<file path="config.mk">
export PLATFORM = sky130hd
export DESIGN_NAME = pd_cell_read_flat
export DESIGN_NICKNAME = d
export VERILOG_FILES = /design/src/rtl/pd_cell_read_if.sv /design/src/rtl/pd_cell_read.sv /design/src/flat_wrapper.sv
export SDC_FILE = /design/constraint.sdc
export NUM_CORES = 1
export LEC_CHECK = 0
export CORE_UTILIZATION = 36
export DETAILED_ROUTE_END_ITERATION = 8
export PLACE_DENSITY_LB_ADDON = 0.08
export SYNTH_ARGS = -nofsm -noshare
export SYNTH_HDL_FRONTEND = slang
export SYNTH_SLANG_ARGS = --single-unit
</file>
<file path="constraint.sdc">
create_clock -name clk -period 1.59 [get_ports clk]
set_input_delay 0.159 -clock clk [delete_from_list [all_inputs] [get_ports clk]]
set_output_delay 0.159 -clock clk [all_outputs]
set_load 0.05 [all_outputs]
</file>
<file path="src/rtl/pd_cell_read_if.sv">
// Pointer-descriptor dequeue bus: pointer queue handshake, free-queue
// return, cell buffer read port and egress port stream, bundled so the
// dequeue engine and its environment share one connection.
//   master : the dequeue engine (pd_cell_read)
//   slave  : pointer memory control, cell buffer and egress ports
interface pd_cell_read_if #(
  parameter int NPORT  = 4,
  parameter int PTR_W  = 16,
  parameter int CELL_W = 128
);
  logic [NPORT-1:0]       pd_ptr_rdy;
  logic [NPORT-1:0]       pd_ptr_ack;
  logic [NPORT*PTR_W-1:0] pd_ptr_dout;
  logic                   pd_FQ_wr;
  logic [15:0]            pd_FQ_din;
  logic                   cell_rd_en;
  logic [8:0]             cell_rd_addr;
  logic [CELL_W-1:0]      cell_rd_data;
  logic [NPORT-1:0]       port_tx_valid;
  logic [NPORT-1:0]       port_tx_ready;
  logic [CELL_W-1:0]      port_tx_data;
  logic                   port_tx_last;

  modport master (
    input  pd_ptr_rdy, pd_ptr_dout, cell_rd_data, port_tx_ready,
    output pd_ptr_ack, pd_FQ_wr, pd_FQ_din, cell_rd_en, cell_rd_addr,
           port_tx_valid, port_tx_data, port_tx_last
  );

  modport slave (
    output pd_ptr_rdy, pd_ptr_dout, cell_rd_data, port_tx_ready,
    input  pd_ptr_ack, pd_FQ_wr, pd_FQ_din, cell_rd_en, cell_rd_addr,
           port_tx_valid, port_tx_data, port_tx_last
  );
endinterface

</file>
<file path="src/rtl/pd_cell_read.sv">
// Cell dequeue engine: round-robin picks a port with a queued frame, pops
// one pointer, reads the addressed cell, streams it to the port and returns
// the pointer to the free queue. A port is held (locked) until the pointer
// carrying the last-cell flag has been sent, so frames are never interleaved.
// Optional per-port frame counters: define PD_CELL_READ_STAT_EN.
module pd_cell_read #(
  parameter int NPORT   = 4,
  parameter int PTR_W   = 16,
  parameter int ACK_LAT = 1,
  parameter int CELL_W  = 128
) (
  input  logic                   clk,
  input  logic                   rstn,
  pd_cell_read_if.master         bus
`ifdef PD_CELL_READ_STAT_EN
  ,
  output logic [NPORT*16-1:0]    stat_frame_cnt
`endif
);

  localparam int PW = (NPORT > 1) ? $clog2(NPORT) : 1;
  localparam logic [PW:0]   NP1       = (PW+1)'(NPORT);
  localparam logic [PW-1:0] LAST_PORT = PW'(NPORT - 1);
  localparam logic [7:0]    WAIT_LAST = 8'(ACK_LAT - 1);

  typedef enum logic [2:0] {
    S_IDLE, S_ACK, S_WAIT, S_RD, S_CAP, S_TX, S_FREE
  } state_e;

  state_e              state_q;
  logic [PW-1:0]       rr_q;
  logic                lock_q;
  logic [PW-1:0]       g_q;
  logic [7:0]          wait_cnt_q;
  logic                ptr_last_q;
  logic [8:0]          ptr_addr_q;
  logic [NPORT-1:0]    ack_q;
  logic                fq_wr_q;
  logic [15:0]         fq_din_q;
  logic                rd_en_q;
  logic [8:0]          rd_addr_q;
  logic [NPORT-1:0]    tx_valid_q;
  logic [CELL_W-1:0]   tx_data_q;
  logic                tx_last_q;

  logic [NPORT-1:0]    cand_d;
  logic                gnt_found_d;
  logic [PW-1:0]       gnt_idx_d;
  logic                slice_last_d;
  logic [8:0]          slice_addr_d;

  function automatic logic [NPORT-1:0] onehot(input logic [PW-1:0] idx);
    logic [NPORT-1:0] r;
    r = '0;
    r[idx] = 1'b1;
    return r;
  endfunction

  // Candidate set and round-robin search starting at rr_q.
  always_comb begin
    logic [PW:0] sum;
    cand_d      = bus.pd_ptr_rdy;
    gnt_found_d = 1'b0;
    gnt_idx_d   = '0;
    if (lock_q) begin
      cand_d = bus.pd_ptr_rdy & onehot(g_q);
    end else begin
      cand_d = bus.pd_ptr_rdy;
    end
    for (int i = 0; i < NPORT; i++) begin
      sum = {1'b0, rr_q} + (PW+1)'(i);
      if (sum >= NP1) begin
        sum = sum - NP1;
      end else begin
        sum = sum;
      end
      if (!gnt_found_d && cand_d[sum[PW-1:0]]) begin
        gnt_found_d = 1'b1;
        gnt_idx_d   = sum[PW-1:0];
      end else begin
        gnt_found_d = gnt_found_d;
      end
    end
  end

  // Head pointer fields of the granted port.
  always_comb begin
    slice_last_d = 1'b0;
    slice_addr_d = 9'd0;
    for (int p = 0; p < NPORT; p++) begin
      if (g_q == PW'(p)) begin
        slice_last_d = bus.pd_ptr_dout[p*PTR_W + 15];
        slice_addr_d = bus.pd_ptr_dout[p*PTR_W +: 9];
      end else begin
        slice_last_d = slice_last_d;
      end
    end
  end

  // Dequeue sequencer with registered strobes; reset drops any in-flight pointer.
  always_ff @(posedge clk or negedge rstn) begin
    if (!rstn) begin
      state_q    <= S_IDLE;
      rr_q       <= '0;
      lock_q     <= 1'b0;
      g_q        <= '0;
      wait_cnt_q <= 8'd0;
      ptr_last_q <= 1'b0;
      ptr_addr_q <= 9'd0;
      ack_q      <= '0;
      fq_wr_q    <= 1'b0;
      fq_din_q   <= 16'd0;
      rd_en_q    <= 1'b0;
      rd_addr_q  <= 9'd0;
      tx_valid_q <= '0;
      tx_data_q  <= '0;
      tx_last_q  <= 1'b0;
    end else begin
      ack_q   <= '0;
      rd_en_q <= 1'b0;
      fq_wr_q <= 1'b0;
      case (state_q)
        S_IDLE: begin
          if (gnt_found_d) begin
            g_q     <= gnt_idx_d;
            ack_q   <= onehot(gnt_idx_d);
            state_q <= S_ACK;
          end
        end
        S_ACK: begin
          wait_cnt_q <= 8'd0;
          state_q    <= S_WAIT;
        end
        S_WAIT: begin
          if (wait_cnt_q == WAIT_LAST) begin
            ptr_last_q <= slice_last_d;
            ptr_addr_q <= slice_addr_d;
            rd_en_q    <= 1'b1;
            rd_addr_q  <= slice_addr_d;
            state_q    <= S_RD;
          end else begin
            wait_cnt_q <= wait_cnt_q + 8'd1;
          end
        end
        S_RD: begin
          state_q <= S_CAP;
        end
        S_CAP: begin
          tx_data_q  <= bus.cell_rd_data;
          tx_valid_q <= onehot(g_q);
          tx_last_q  <= ptr_last_q;
          state_q    <= S_TX;
        end
        S_TX: begin
          if ((tx_valid_q & bus.port_tx_ready) != '0) begin
            tx_valid_q <= '0;
            tx_last_q  <= 1'b0;
            fq_wr_q    <= 1'b1;
            fq_din_q   <= {7'd0, ptr_addr_q};
            state_q    <= S_FREE;
          end
        end
        S_FREE: begin
          if (ptr_last_q) begin
            lock_q <= 1'b0;
            rr_q   <= (g_q == LAST_PORT) ? '0 : g_q + 1'b1;
          end else begin
            lock_q <= 1'b1;
          end
          state_q <= S_IDLE;
        end
        default: begin
          state_q <= S_IDLE;
        end
      endcase
    end
  end

  assign bus.pd_ptr_ack    = ack_q;
  assign bus.pd_FQ_wr      = fq_wr_q;
  assign bus.pd_FQ_din     = fq_din_q;
  assign bus.cell_rd_en    = rd_en_q;
  assign bus.cell_rd_addr  = rd_addr_q;
  assign bus.port_tx_valid = tx_valid_q;
  assign bus.port_tx_data  = tx_data_q;
  assign bus.port_tx_last  = tx_last_q;

`ifdef PD_CELL_READ_STAT_EN
  logic [15:0] stat_q [NPORT];

  // Completed-frame counters, bumped when a last-cell pointer is freed.
  always_ff @(posedge clk or negedge rstn) begin
    if (!rstn) begin
      for (int p = 0; p < NPORT; p++) begin
        stat_q[p] <= 16'd0;
      end
    end else if ((state_q == S_FREE) && ptr_last_q) begin
      stat_q[g_q] <= stat_q[g_q] + 16'd1;
    end
  end

  // Flatten the counters onto the output bus, port p at [p*16+15:p*16].
  always_comb begin
    stat_frame_cnt = '0;
    for (int p = 0; p < NPORT; p++) begin
      stat_frame_cnt[p*16 +: 16] = stat_q[p];
    end
  end
`endif

endmodule
</file>
<file path="src/flat_wrapper.sv">
// flat-port wrapper written by rule: the top's interface ports become plain ports
module pd_cell_read_flat 
#(
  parameter int NPORT   = 4,
  parameter int PTR_W   = 16,
  parameter int ACK_LAT = 1,
  parameter int CELL_W  = 128
)
  (clk, rstn, bus_pd_ptr_rdy, bus_pd_ptr_dout, bus_cell_rd_data, bus_port_tx_ready, bus_pd_ptr_ack, bus_pd_FQ_wr, bus_pd_FQ_din, bus_cell_rd_en, bus_cell_rd_addr, bus_port_tx_valid, bus_port_tx_data, bus_port_tx_last);
  pd_cell_read_if #(.NPORT(NPORT), .PTR_W(PTR_W), .CELL_W(CELL_W)) bus_i ();
  input  logic clk;
  input  logic rstn;
  input wire logic [$bits(bus_i.pd_ptr_rdy)-1:0] bus_pd_ptr_rdy;
  input wire logic [$bits(bus_i.pd_ptr_dout)-1:0] bus_pd_ptr_dout;
  input wire logic [$bits(bus_i.cell_rd_data)-1:0] bus_cell_rd_data;
  input wire logic [$bits(bus_i.port_tx_ready)-1:0] bus_port_tx_ready;
  output wire logic [$bits(bus_i.pd_ptr_ack)-1:0] bus_pd_ptr_ack;
  output wire logic [$bits(bus_i.pd_FQ_wr)-1:0] bus_pd_FQ_wr;
  output wire logic [$bits(bus_i.pd_FQ_din)-1:0] bus_pd_FQ_din;
  output wire logic [$bits(bus_i.cell_rd_en)-1:0] bus_cell_rd_en;
  output wire logic [$bits(bus_i.cell_rd_addr)-1:0] bus_cell_rd_addr;
  output wire logic [$bits(bus_i.port_tx_valid)-1:0] bus_port_tx_valid;
  output wire logic [$bits(bus_i.port_tx_data)-1:0] bus_port_tx_data;
  output wire logic [$bits(bus_i.port_tx_last)-1:0] bus_port_tx_last;
  assign bus_i.pd_ptr_rdy = bus_pd_ptr_rdy;
  assign bus_i.pd_ptr_dout = bus_pd_ptr_dout;
  assign bus_i.cell_rd_data = bus_cell_rd_data;
  assign bus_i.port_tx_ready = bus_port_tx_ready;
  assign bus_pd_ptr_ack = bus_i.pd_ptr_ack;
  assign bus_pd_FQ_wr = bus_i.pd_FQ_wr;
  assign bus_pd_FQ_din = bus_i.pd_FQ_din;
  assign bus_cell_rd_en = bus_i.cell_rd_en;
  assign bus_cell_rd_addr = bus_i.cell_rd_addr;
  assign bus_port_tx_valid = bus_i.port_tx_valid;
  assign bus_port_tx_data = bus_i.port_tx_data;
  assign bus_port_tx_last = bus_i.port_tx_last;
  pd_cell_read #(.NPORT(NPORT), .PTR_W(PTR_W), .ACK_LAT(ACK_LAT), .CELL_W(CELL_W)) u_core (.clk(clk), .rstn(rstn), .bus(bus_i));
endmodule
</file>
==> reports/qor.yml <==
drtIter0Drc: 186
required_ns: 1.93
yosysWarnings: 0
cts_buffer_depth: 2
synth_fa_ha_area_share_pct: 1.037
cp.arrival_ns: 2.00
chipHeight_um: 143.8
synth-compound-area-share_pct: 7.864
hold_viol_final: 0
cts-root-buf: "clkbuf_16"
p_leak_nw: 5.274
switchingPower_w: 0.01398
synth.distinct_cells: 51
grt.total_usage_pct: 20.73
finalCritPeriodShare_pct: 104.3
synth_top_cell_by_area: "dfrtp_1"
ir_drop_uv: 1179
synth-main-ff-cell: "dfrtp_1"
final.setup_skew_ns: 0.01013
clockPowerShare_pct: 13.7
grt_max_degree: 48
post-place-ws_ns: -0.1583
stdcell_count: 1198
synth_xor_area_share_pct: 0.4839
core_sq_um: 19590
power.density_nw_per_um2: 2452
synth-seq-cells: 174
synth.top_cells.by_area: "dfrtp_1 60%, mux2_2 14%, mux2_1 7.5%, nand2_1 1.2%, a221oi_1 1.2%"
clk_pin_slew_ns: 0.07
violations: "setup timing"
yosys.area_share.simple_pct: 5.306
insertion_delay_ns: 0.42
ys_async_sr_fraction_pct: 100.0
synth-edff-count: 0
wl_per_cell_um: 18.20
synth_seq_area_share_pct: 60.15
fin_ws_ns: -0.06814
die_area_sq_um: 20680
holdWs_ns: 0.2402
min_period_ns: 1.658
antenna_found_initial: 0
synth_top_family_by_area: "multiplexers"
overflow: 0
r2r_slack_ns: -0.07
r2r-start: "u_core.g_q[0]"
layout_common_cells: "207 x buf_4, 176 x clkdlybuf4s50_1, 166 x dfrtp_1"
crit_type: "flip-flop to flip-flop"
cts_tree: "built"
critPathMaxFanout: 5
dr.pass1.iters: 4
r2r-end: "u_core.ptr_addr_q[3]"
viasPerCell: 4.813
drcViolationCount: 0
rsz0062_at_grt: "yes"
cts.sinks: 174
final_antenna_net_count: 0
avgSynthCellArea_sq_um: 13.66
r2r_cells: 7
startpoint_type: "flip-flop"
die_x_um: 143.8
grt_pass1_vias: 5797
wirelength_mm: 21.80
num_vias: 5766
swShare_pct: 47.96
seqPwrFrac_pct: 27.2
diodes: 0
combPwrFrac_pct: 59.1
end_kind: "flip-flop"
syn_to_final_growth_pct: 64.21
layout_commonest_cell: "buf_4"
dp_hpwl_mm: 16.73
p_int_w: 0.01517
numCtsBuffers: 17
synth_top_area_share_pct: 60.15
final_max_slew_viol_count: 0
portBuffers: 334
syn_area_sq_um: 7239
ios: 366
start_util_pct: 36.95
nets: 1128
netlist_instances: 530
grt_pass1_wl_mm: 32.09
cts.htree.levels: 4
fin_util_pct: 60.68
max_freq_ghz: 0.6031
synthMuxAreaShare_pct: 21.60
status: "finished, violations left"
setup_viol: 18
gp_congestion: 0.8551
num_rows: 51
drive_gt1_share_pct: 42.34
max-cap-violations: 0
hp-class: "input port to async pin"
nFillCells: 1560
placed_cells: 1156
==> sequential cells by signal, indices dropped and copies added (netlist names) <==
| name | cells |
|---|---|
| u_core.g_q | 2 |
| u_core.wait_cnt_q | 8 |
| u_core.bus.port_tx_data | 128 |
| u_core.ptr_addr_q | 9 |
| u_core.state_q | 3 |
| u_core.bus.pd_FQ_wr | 1 |
| u_core.rr_q | 2 |
| u_core.bus.pd_FQ_din | 9 |
| u_core.ptr_last_q | 1 |
| u_core.bus.pd_ptr_ack | 4 |
| u_core.bus.port_tx_valid | 4 |
| u_core.lock_q | 1 |
| u_core.bus.port_tx_last | 1 |
| u_core.bus.cell_rd_en | 1 |
==> cells by family after synthesis <==
kind of cell / Yosys count
AOI/OAI and AO/OA: 78
xor gates and xnor gates: 4
adders and majority gates: 6
buffers and inverters: 50
DFF: 174
muxes: 139
other: 1
and+or+nand+nor: 78
==> metal layers <==
layer	GRT usage, %	part of all wire, %	wire length, um
met4	8.063	2.0	433
met1	24.39	39	8525
met2	35.74	51	11110
met3	5.798	8.0	1737
met5	0	0	0
==> worst max-delay path, cell delays in order, from the launching register on <==
cell	delay, ns
dfrtp_2	0.47
inv_4	0.10
ha_4	0.14
nor2b_4	0.19
buf_6	0.16
a221oi_1	0.07
or3_1	0.31
a2bb2oi_1	0.13
==> Yosys cell counts (3+ instances only) <==
cell         n
dfrtp_1    174
mux2_2      90
mux2_1      48
nand2_1     24
nor2_1      21
a21oi_1     17
buf_2       17
inv_1       12
a221oi_1    10
a2bb2oi_1    9
clkbuf_1     9
or3_1        9
buf_4        8
o21ai_1      7
ha_1         6
o21ai_0      6
a22o_1       4
nand2b_1     4
nand3_1      4
nor3_1       4
a22oi_1      3
nand4_1      3
nor2b_1      3
o31ai_1      3
xnor2_1      3
==> final cells by class <==
class / count / area, sq um / share of cell area [%]
Tap cell: 265 / 331.6 / 2.789
Clock buffer: 19 / 432.9 / 3.642
Clock inverter: 13 / 136.4 / 1.147
Multi-Input combinational cell: 312 / 2933 / 24.67
Timing Repair Buffer: 401 / 3632 / 30.55
Sequential cell: 174 / 4364 / 36.71
Inverter: 14 / 57.56 / 0.4842
==> how the worst max path moves through the flow <==
| stage | start | endpoint | slack (ns) | cells past startpoint |
|---|---|---|---|---|
| global placement | bus_port_tx_ready[2] | u_core.bus.pd_FQ_din[3] | -0.12 | 5 |
| floorplan | u_core.bus.port_tx_valid[0] | u_core.bus.pd_FQ_din[4] | -0.07 | 4 |
| detailed placement | bus_port_tx_ready[2] | u_core.bus.pd_FQ_din[2] | -0.16 | 5 |
| global route | u_core.g_q[0] | u_core.ptr_addr_q[0] | -0.10 | 7 |
| finish | u_core.g_q[0] | u_core.ptr_addr_q[3] | -0.07 | 7 |
| CTS | u_core.g_q[1] | u_core.ptr_addr_q[3] | -0.03 | 7 |
==> stage by stage <==
stage,total power (W),setup TNS [ns],instance area [sq um]
after floorplan,0.01869,-0.3229,7342
after global placement,0.02422,-1.796,10940
after detailed placement,0.02452,-2.932,10940
after CTS,0.02892,-0.1091,11650
after global routing,0.03050,-2.850,11890
final,0.02914,-0.5474,11890
==> power groups by stage <==
stage	Clock (W)	Combinational (W)	Sequential [W]
floorplan	0	0.00405	0.0146
global placement	0	0.0164	0.00780
detailed placement	0	0.0166	0.00790
CTS	0.00413	0.0169	0.00788
global route	0.00430	0.0180	0.00821
finish	0.00400	0.0172	0.00792
==> timing repair <==
| item | CTS | global route |
|---|---|---|
| endpoints found under the hold margin | 41 | 0 |
| hold buffers | 1 | 0 |
| endpoints found under the setup margin | 33 | 60 |
| cloned | 1 | 2 |
| pin swaps | 21 | 9 |
| setup buffers | 2 | 4 |
| resized for setup | 26 | 32 |
Note: power is estimated with default switching activity, not from simulation.
